[src/rtl/tx_word_serializer_if.sv]
// tx_word_serializer_if: buffer-side and UART-side
// signals of the word serializer.
interface tx_word_serializer_if #(
  parameter int WORD_W = 128,
  parameter int SYM_W  = 8,
  parameter int CNT_W  = 16
);
  logic [WORD_W-1:0] din;
  logic              buffer_empty;
  logic              buffer_read;
  logic              tx_done;
  logic              tx_start;
  logic [SYM_W-1:0]  dout;
  logic              busy;
  logic              word_done;
  logic [CNT_W-1:0]  words_sent;

  modport master (
    input  din,
    input  buffer_empty,
    input  tx_done,
    output buffer_read,
    output tx_start,
    output dout,
    output busy,
    output word_done,
    output words_sent
  );

  modport slave (
    output din,
    output buffer_empty,
    output tx_done,
    input  buffer_read,
    input  tx_start,
    input  dout,
    input  busy,
    input  word_done,
    input  words_sent
  );
endinterface

[src/rtl/tx_word_serializer.sv]
// tx_word_serializer: pops one buffered word and sends it
// symbol by symbol over a tx_start/tx_done handshake.
module tx_word_serializer #(
  parameter int WORD_W    = 128,
  parameter int SYM_W     = 8,
  parameter bit MSB_FIRST = 1'b1,
  parameter int CNT_W     = 16
) (
  input logic                  clk,
  input logic                  reset,
  tx_word_serializer_if.master bus
);
  localparam int NSYM  = WORD_W / SYM_W;
  localparam int IDX_W = (NSYM > 1) ? $clog2(NSYM) : 1;
  localparam logic [IDX_W-1:0] LAST = IDX_W'(NSYM - 1);

  typedef enum logic [2:0] {
    IDLE, RD, LOAD, SEND, WAIT
  } state_t;

  state_t            state;
  state_t            state_nx;
  logic [WORD_W-1:0] sr;
  logic [WORD_W-1:0] sr_sh;
  logic [IDX_W-1:0]  idx;
  logic [CNT_W-1:0]  cnt;
  logic              rd_q;
  logic              start_q;
  logic              busy_q;
  logic              done_q;
  logic              acc;
  logic              last_done;

  assign acc       = (state == WAIT) && bus.tx_done;
  assign last_done = acc && (idx == LAST);
  assign sr_sh     = MSB_FIRST ? (sr << SYM_W)
                               : (sr >> SYM_W);

  assign bus.buffer_read = rd_q;
  assign bus.tx_start    = start_q;
  assign bus.busy        = busy_q;
  assign bus.word_done   = done_q;
  assign bus.words_sent  = cnt;
  assign bus.dout        = MSB_FIRST
                         ? sr[WORD_W-1 -: SYM_W]
                         : sr[SYM_W-1:0];

  // state register
  always_ff @(posedge clk or negedge reset) begin
    if (!reset) state <= IDLE;
    else        state <= state_nx;
  end

  // next state; tx_done only counts while waiting
  always_comb begin
    state_nx = state;
    unique case (state)
      IDLE: if (!bus.buffer_empty) state_nx = RD;
      RD:   state_nx = LOAD;
      LOAD: state_nx = SEND;
      SEND: state_nx = WAIT;
      WAIT: begin
        if (bus.tx_done)
          state_nx = (idx == LAST) ? IDLE : SEND;
      end
      default: state_nx = IDLE;
    endcase
  end

  // word capture, symbol shift and sent-word count
  always_ff @(posedge clk or negedge reset) begin
    if (!reset) begin
      sr  <= '0;
      idx <= '0;
      cnt <= '0;
    end else if (state == LOAD) begin
      sr  <= bus.din;
      idx <= '0;
    end else if (last_done) begin
      cnt <= cnt + CNT_W'(1);
    end else if (acc) begin
      sr  <= sr_sh;
      idx <= idx + IDX_W'(1);
    end
  end

  // strobes and status registered from the next state
  always_ff @(posedge clk or negedge reset) begin
    if (!reset) begin
      rd_q    <= 1'b0;
      start_q <= 1'b0;
      busy_q  <= 1'b0;
      done_q  <= 1'b0;
    end else begin
      rd_q    <= (state_nx == RD);
      start_q <= (state_nx == SEND);
      busy_q  <= (state_nx != IDLE);
      done_q  <= last_done;
    end
  end
endmodule

[src/flat_wrapper.sv]
// flat-port wrapper written by rule: the top's interface ports become plain ports
module tx_word_serializer_flat 
#(
  parameter int WORD_W    = 128,
  parameter int SYM_W     = 8,
  parameter bit MSB_FIRST = 1'b1,
  parameter int CNT_W     = 16
)
  (clk, reset, bus_din, bus_buffer_empty, bus_tx_done, bus_buffer_read, bus_tx_start, bus_dout, bus_busy, bus_word_done, bus_words_sent);
  tx_word_serializer_if #(.WORD_W(WORD_W), .SYM_W(SYM_W), .CNT_W(CNT_W)) bus_i ();
  input logic clk;
  input logic reset;
  input wire logic [$bits(bus_i.din)-1:0] bus_din;
  input wire logic [$bits(bus_i.buffer_empty)-1:0] bus_buffer_empty;
  input wire logic [$bits(bus_i.tx_done)-1:0] bus_tx_done;
  output wire logic [$bits(bus_i.buffer_read)-1:0] bus_buffer_read;
  output wire logic [$bits(bus_i.tx_start)-1:0] bus_tx_start;
  output wire logic [$bits(bus_i.dout)-1:0] bus_dout;
  output wire logic [$bits(bus_i.busy)-1:0] bus_busy;
  output wire logic [$bits(bus_i.word_done)-1:0] bus_word_done;
  output wire logic [$bits(bus_i.words_sent)-1:0] bus_words_sent;
  assign bus_i.din = bus_din;
  assign bus_i.buffer_empty = bus_buffer_empty;
  assign bus_i.tx_done = bus_tx_done;
  assign bus_buffer_read = bus_i.buffer_read;
  assign bus_tx_start = bus_i.tx_start;
  assign bus_dout = bus_i.dout;
  assign bus_busy = bus_i.busy;
  assign bus_word_done = bus_i.word_done;
  assign bus_words_sent = bus_i.words_sent;
  tx_word_serializer #(.WORD_W(WORD_W), .SYM_W(SYM_W), .MSB_FIRST(MSB_FIRST), .CNT_W(CNT_W)) u_core (.clk(clk), .reset(reset), .bus(bus_i));
endmodule
[config.mk]
export PLATFORM = sky130hd
export DESIGN_NAME = tx_word_serializer_flat
export DESIGN_NICKNAME = d
export VERILOG_FILES = /design/src/rtl/tx_word_serializer_if.sv /design/src/rtl/tx_word_serializer.sv /design/src/flat_wrapper.sv
export SDC_FILE = /design/constraint.sdc
export NUM_CORES = 1
export LEC_CHECK = 0
export CAP_MARGIN = 10
export CELL_PAD_IN_SITES_DETAIL_PLACEMENT = 1
export CELL_PAD_IN_SITES_GLOBAL_PLACEMENT = 1
export CORE_AREA = 2 2 134 136
export CTS_BUF_LIST = sky130_fd_sc_hd__clkbuf_16
export CTS_CLUSTER_DIAMETER = 100
export DETAILED_ROUTE_END_ITERATION = 7
export DIE_AREA = 0 0 136 138
export GPL_TIMING_DRIVEN = 0
export PLACE_DENSITY = 0.81
export SYNTH_ARGS = -nofsm -noshare
export SYNTH_HDL_FRONTEND = slang
export SYNTH_SLANG_ARGS = --single-unit
export TNS_END_PERCENT = 5
[constraint.sdc]
create_clock -name clk -period 2.5 [get_ports clk]
set_input_delay 0.25 -clock clk [delete_from_list [all_inputs] [get_ports clk]]
set_output_delay 0.25 -clock clk [all_outputs]
set_load 0.05 [all_outputs]
==> results.md <==
- Outcome: finished clean
- Initial Util: about two fifths
- DRT Pass-1 Iters: 4
- Final Setup Violations: 0
- Placed cells: 1055
- Largest net degree at the start of global routing: 106
- DR iter-0 viols: 224
- Syn nets: 800
- R2R setup slack: 0.46 ns
- RSZ-0062 raised after global routing: no
- Number of diodes: 0
- Most numerous cell on the critical path: buf_4
- Clock Sinks: between 150 and 200
- Vias in the first global route: 6333
- # resized after CTS: 0
- Area contributors post-synth: dfrtp_1, mux2i_1, nand2_1, o21ai_1, o21ai_0
- Tmin final: 2.04 ns
- H-tree depth: 4
- Adder-cell share of the synthesized area: 0.352%
- Compound-Gate Fraction of Synth Area: 8.89%
- Top sig layer: met4
- Clk root buf: clkbuf_16
- Sum of negative setup slack: 0 ns
- CP Cell Sequence: buf_2 > nor2_1 > and2_1 > buf_4 > buf_4 > buf_4 > buf_2 > nand2_1 > o21ai_1
- Die ar.: 18800 um^2
- Row cnt: 49
- Storage cell area: 3880 um^2
- M1 WL: 8590 um
- Clock Tree Buf Depth: 2
- HP Class: in -> async
- CTS tree: done
- Final Slew Violations: 0
- Multiplexer area fraction after synthesis: around 17%
- Area growth from synthesis to layout: 35.8%
- Multi-input gate area: between 2000 and 3000 um^2
- CP max stage delay: 0.36 ns
- Crit path max-delay cell type: dfrtp_1
- Synth warn: 0
- CP startpoint kind: flip-flop
- Top post-synthesis cells by count: dfrtp_1, nand2_1, mux2i_1, o21ai_1, o21ai_0
- FF+latch count, synth: 155
- IO buf count: 159
- Predominant post-synthesis flop cell: dfrtp_1
- CP max FO: 10
- Met3 Wirelength: 587 um
- Clock latency on the worst-skew pair: 0.42 ns
- Post-route ant nets: 0
- Worst r2r src: u_core.state[2]$_DFF_PN0_
- EDFF count, synth: 0
- CP Class: reg -> reg
- Core area: ~18000 um^2
- Filler cell count in the final layout: 1894
- Crit end category: flip-flop
- Fmax: 491 MHz
- Cell count after synthesis: 666
- Layout cell share with drive strength beyond 1: 8.85%
- Data required time of the worst path: 2.83 ns
- Largest family of logic cells by synthesized area: multiplexers
- Final HPWL DP: 14800 um
- Die height: 138 um
- Met2 wire length: 10500 um
- Post-CTS Hold Fix Bufs: 1
- Slew at the pin with the worst max-slew slack: 0.558 ns
- Global-route wire length before repair: 32600 um
- Fin area: 9650 um^2
- Worst vdd ir: 0.549 mV
- DR vias: 5569
- Sequential element share of the synthesized area: 54.6%
- Nets: 980
- Total grt overflow: 0
- Worst Skew: 0.00929 ns
- Placed cell areas: ~9000 um^2
- Setup Buffers After CTS: 0
- Lkg Pwr: roughly 4.9 nW
- Non-filler cells, final: 1088
- Drt total wl: about 20000 um
- Max-cap check violation count: 0
- Final-report hold violation count: 0
- Number of I/O pins: 160
- Mapped Avg Cell Area: 10.7 um^2
- Post-synth cell types: 31
- Gpl congestion: 0.823
- DR vias/cell: around 5.1
- Worst-path clk slew: 0.07 ns
- Synth async-reset ratio: 100%
- Worst Setup SP: u_core.state[2]$_DFF_PN0_
- Yosys top cell by area: dfrtp_1
- Data arrival time of the critical path: 2.37 ns
- Power Dens Cells: 1110 nW/um^2
- GR Util All Layers: 22.2%
- Xor/xnor share of the synthesized area: 2.34%
- Share of the synthesized area in the top cell type: approximately 55%
- Antenna violations before repair: 0
- Count leader, synth: dfrtp_1
- Cell area after synthesis: 7110 um^2
- TritonCTS Buffers: 17
- Detailed-route DRC error count: 0
- Die Span X: 136 um
- Final worst-path cycle share: about four fifths
- Wirelength per Cell: roughly 19 um
- Simple-Gate Fraction of Synth Area: between 10% and 20%
- Max_slew headroom: 62.8%
## where the power goes
group	internal (W)	switching, W
sequential	0.00358	0.000660
combinational	0.00155	0.00219
clock	0.00167	0.00107
## area by class of cell
| cell class | count | share of cell area, % |
|---|---|---|
| buffer | 53 | 3.44 |
| clock buffer | 17 | 4.41 |
| clock inverter | 15 | 2.06 |
| inverter | 2 | 0.0778 |
| multi-input combinational | 456 | 29.9 |
| sequential | 155 | 40.2 |
| tap | 229 | 2.97 |
| timing repair buffer | 161 | 16.9 |
## layout by cell type (no fill, tap or decap), types with 15 or more instances in the layout
cell / count
mux2i_1: 121
nand3_1: 15
o21ai_0: 55
dfrtp_1: 155
nand2_1: 145
clkbuf_1: 16
o21ai_1: 68
buf_4: 17
clkbuf_16: 17
clkdlybuf4s50_1: 158
## critical path, delay by kind of cell, from the launching register on
kind,cells,cell delay (ns)
DFF,1,0.36
and+or+nand+nor,3,0.42
buffers and inverters,5,1.04
AOI/OAI and AO/OA,1,0.13
## state kept, by name (all words and copies together), names as in the netlist
name	flops
u_core.bus.word_done	1
u_core.state	3
u_core.bus.tx_start	1
u_core.bus.busy	1
u_core.bus.buffer_read	1
u_core.sr	128
u_core.idx	4
u_core.bus.words_sent	16
## through the flow
stage                     util, %  hold WS, ns  worst slack, ns  power [W]
after floorplan                 -      -0.0456            0.700    0.00659
after global placement       51.2        0.462            -4.79    0.00770
after detailed placement     51.4        0.244            0.400    0.00801
after CTS                    55.0        0.350            0.437     0.0108
after global routing         55.0        0.356            0.271     0.0114
final                        55.0        0.347            0.465     0.0107
## path summary, 6_finish.rpt
| kind | end | cells past startpoint |
|---|---|---|
| setup reg to reg | u_core.sr[78]$_DFFE_PN0P_ | 9 |
| hold / removal | u_core.sr[79]$_DFFE_PN0P_ | 2 |
| setup / recovery | u_core.sr[78]$_DFFE_PN0P_ | 9 |
| hold reg to reg | u_core.bus.words_sent[15]$_DFFE_PN0P_ | 1 |
| min in group clk | u_core.sr[4]$_DFFE_PN0P_ | 3 |
| max in group asynchronous | u_core.sr[41]$_DFFE_PN0P_ | 3 |
## cell families after synthesis
group | Yosys count
and+or+nand+nor | 188
AOI/OAI and AO/OA | 125
muxes | 122
DFF | 155
buffers and inverters | 55
adders and majority gates | 2
xor gates and xnor gates | 19
## layer usage
metal  track usage (%)  vias to the layer above
met2              38.8                      118
li1                  -                     2645
met3              3.15                       37
met4              8.00                        0
met5                 0                        -
met1              27.9                     2769
No activity file was read; power rests on OpenSTA's default activity.
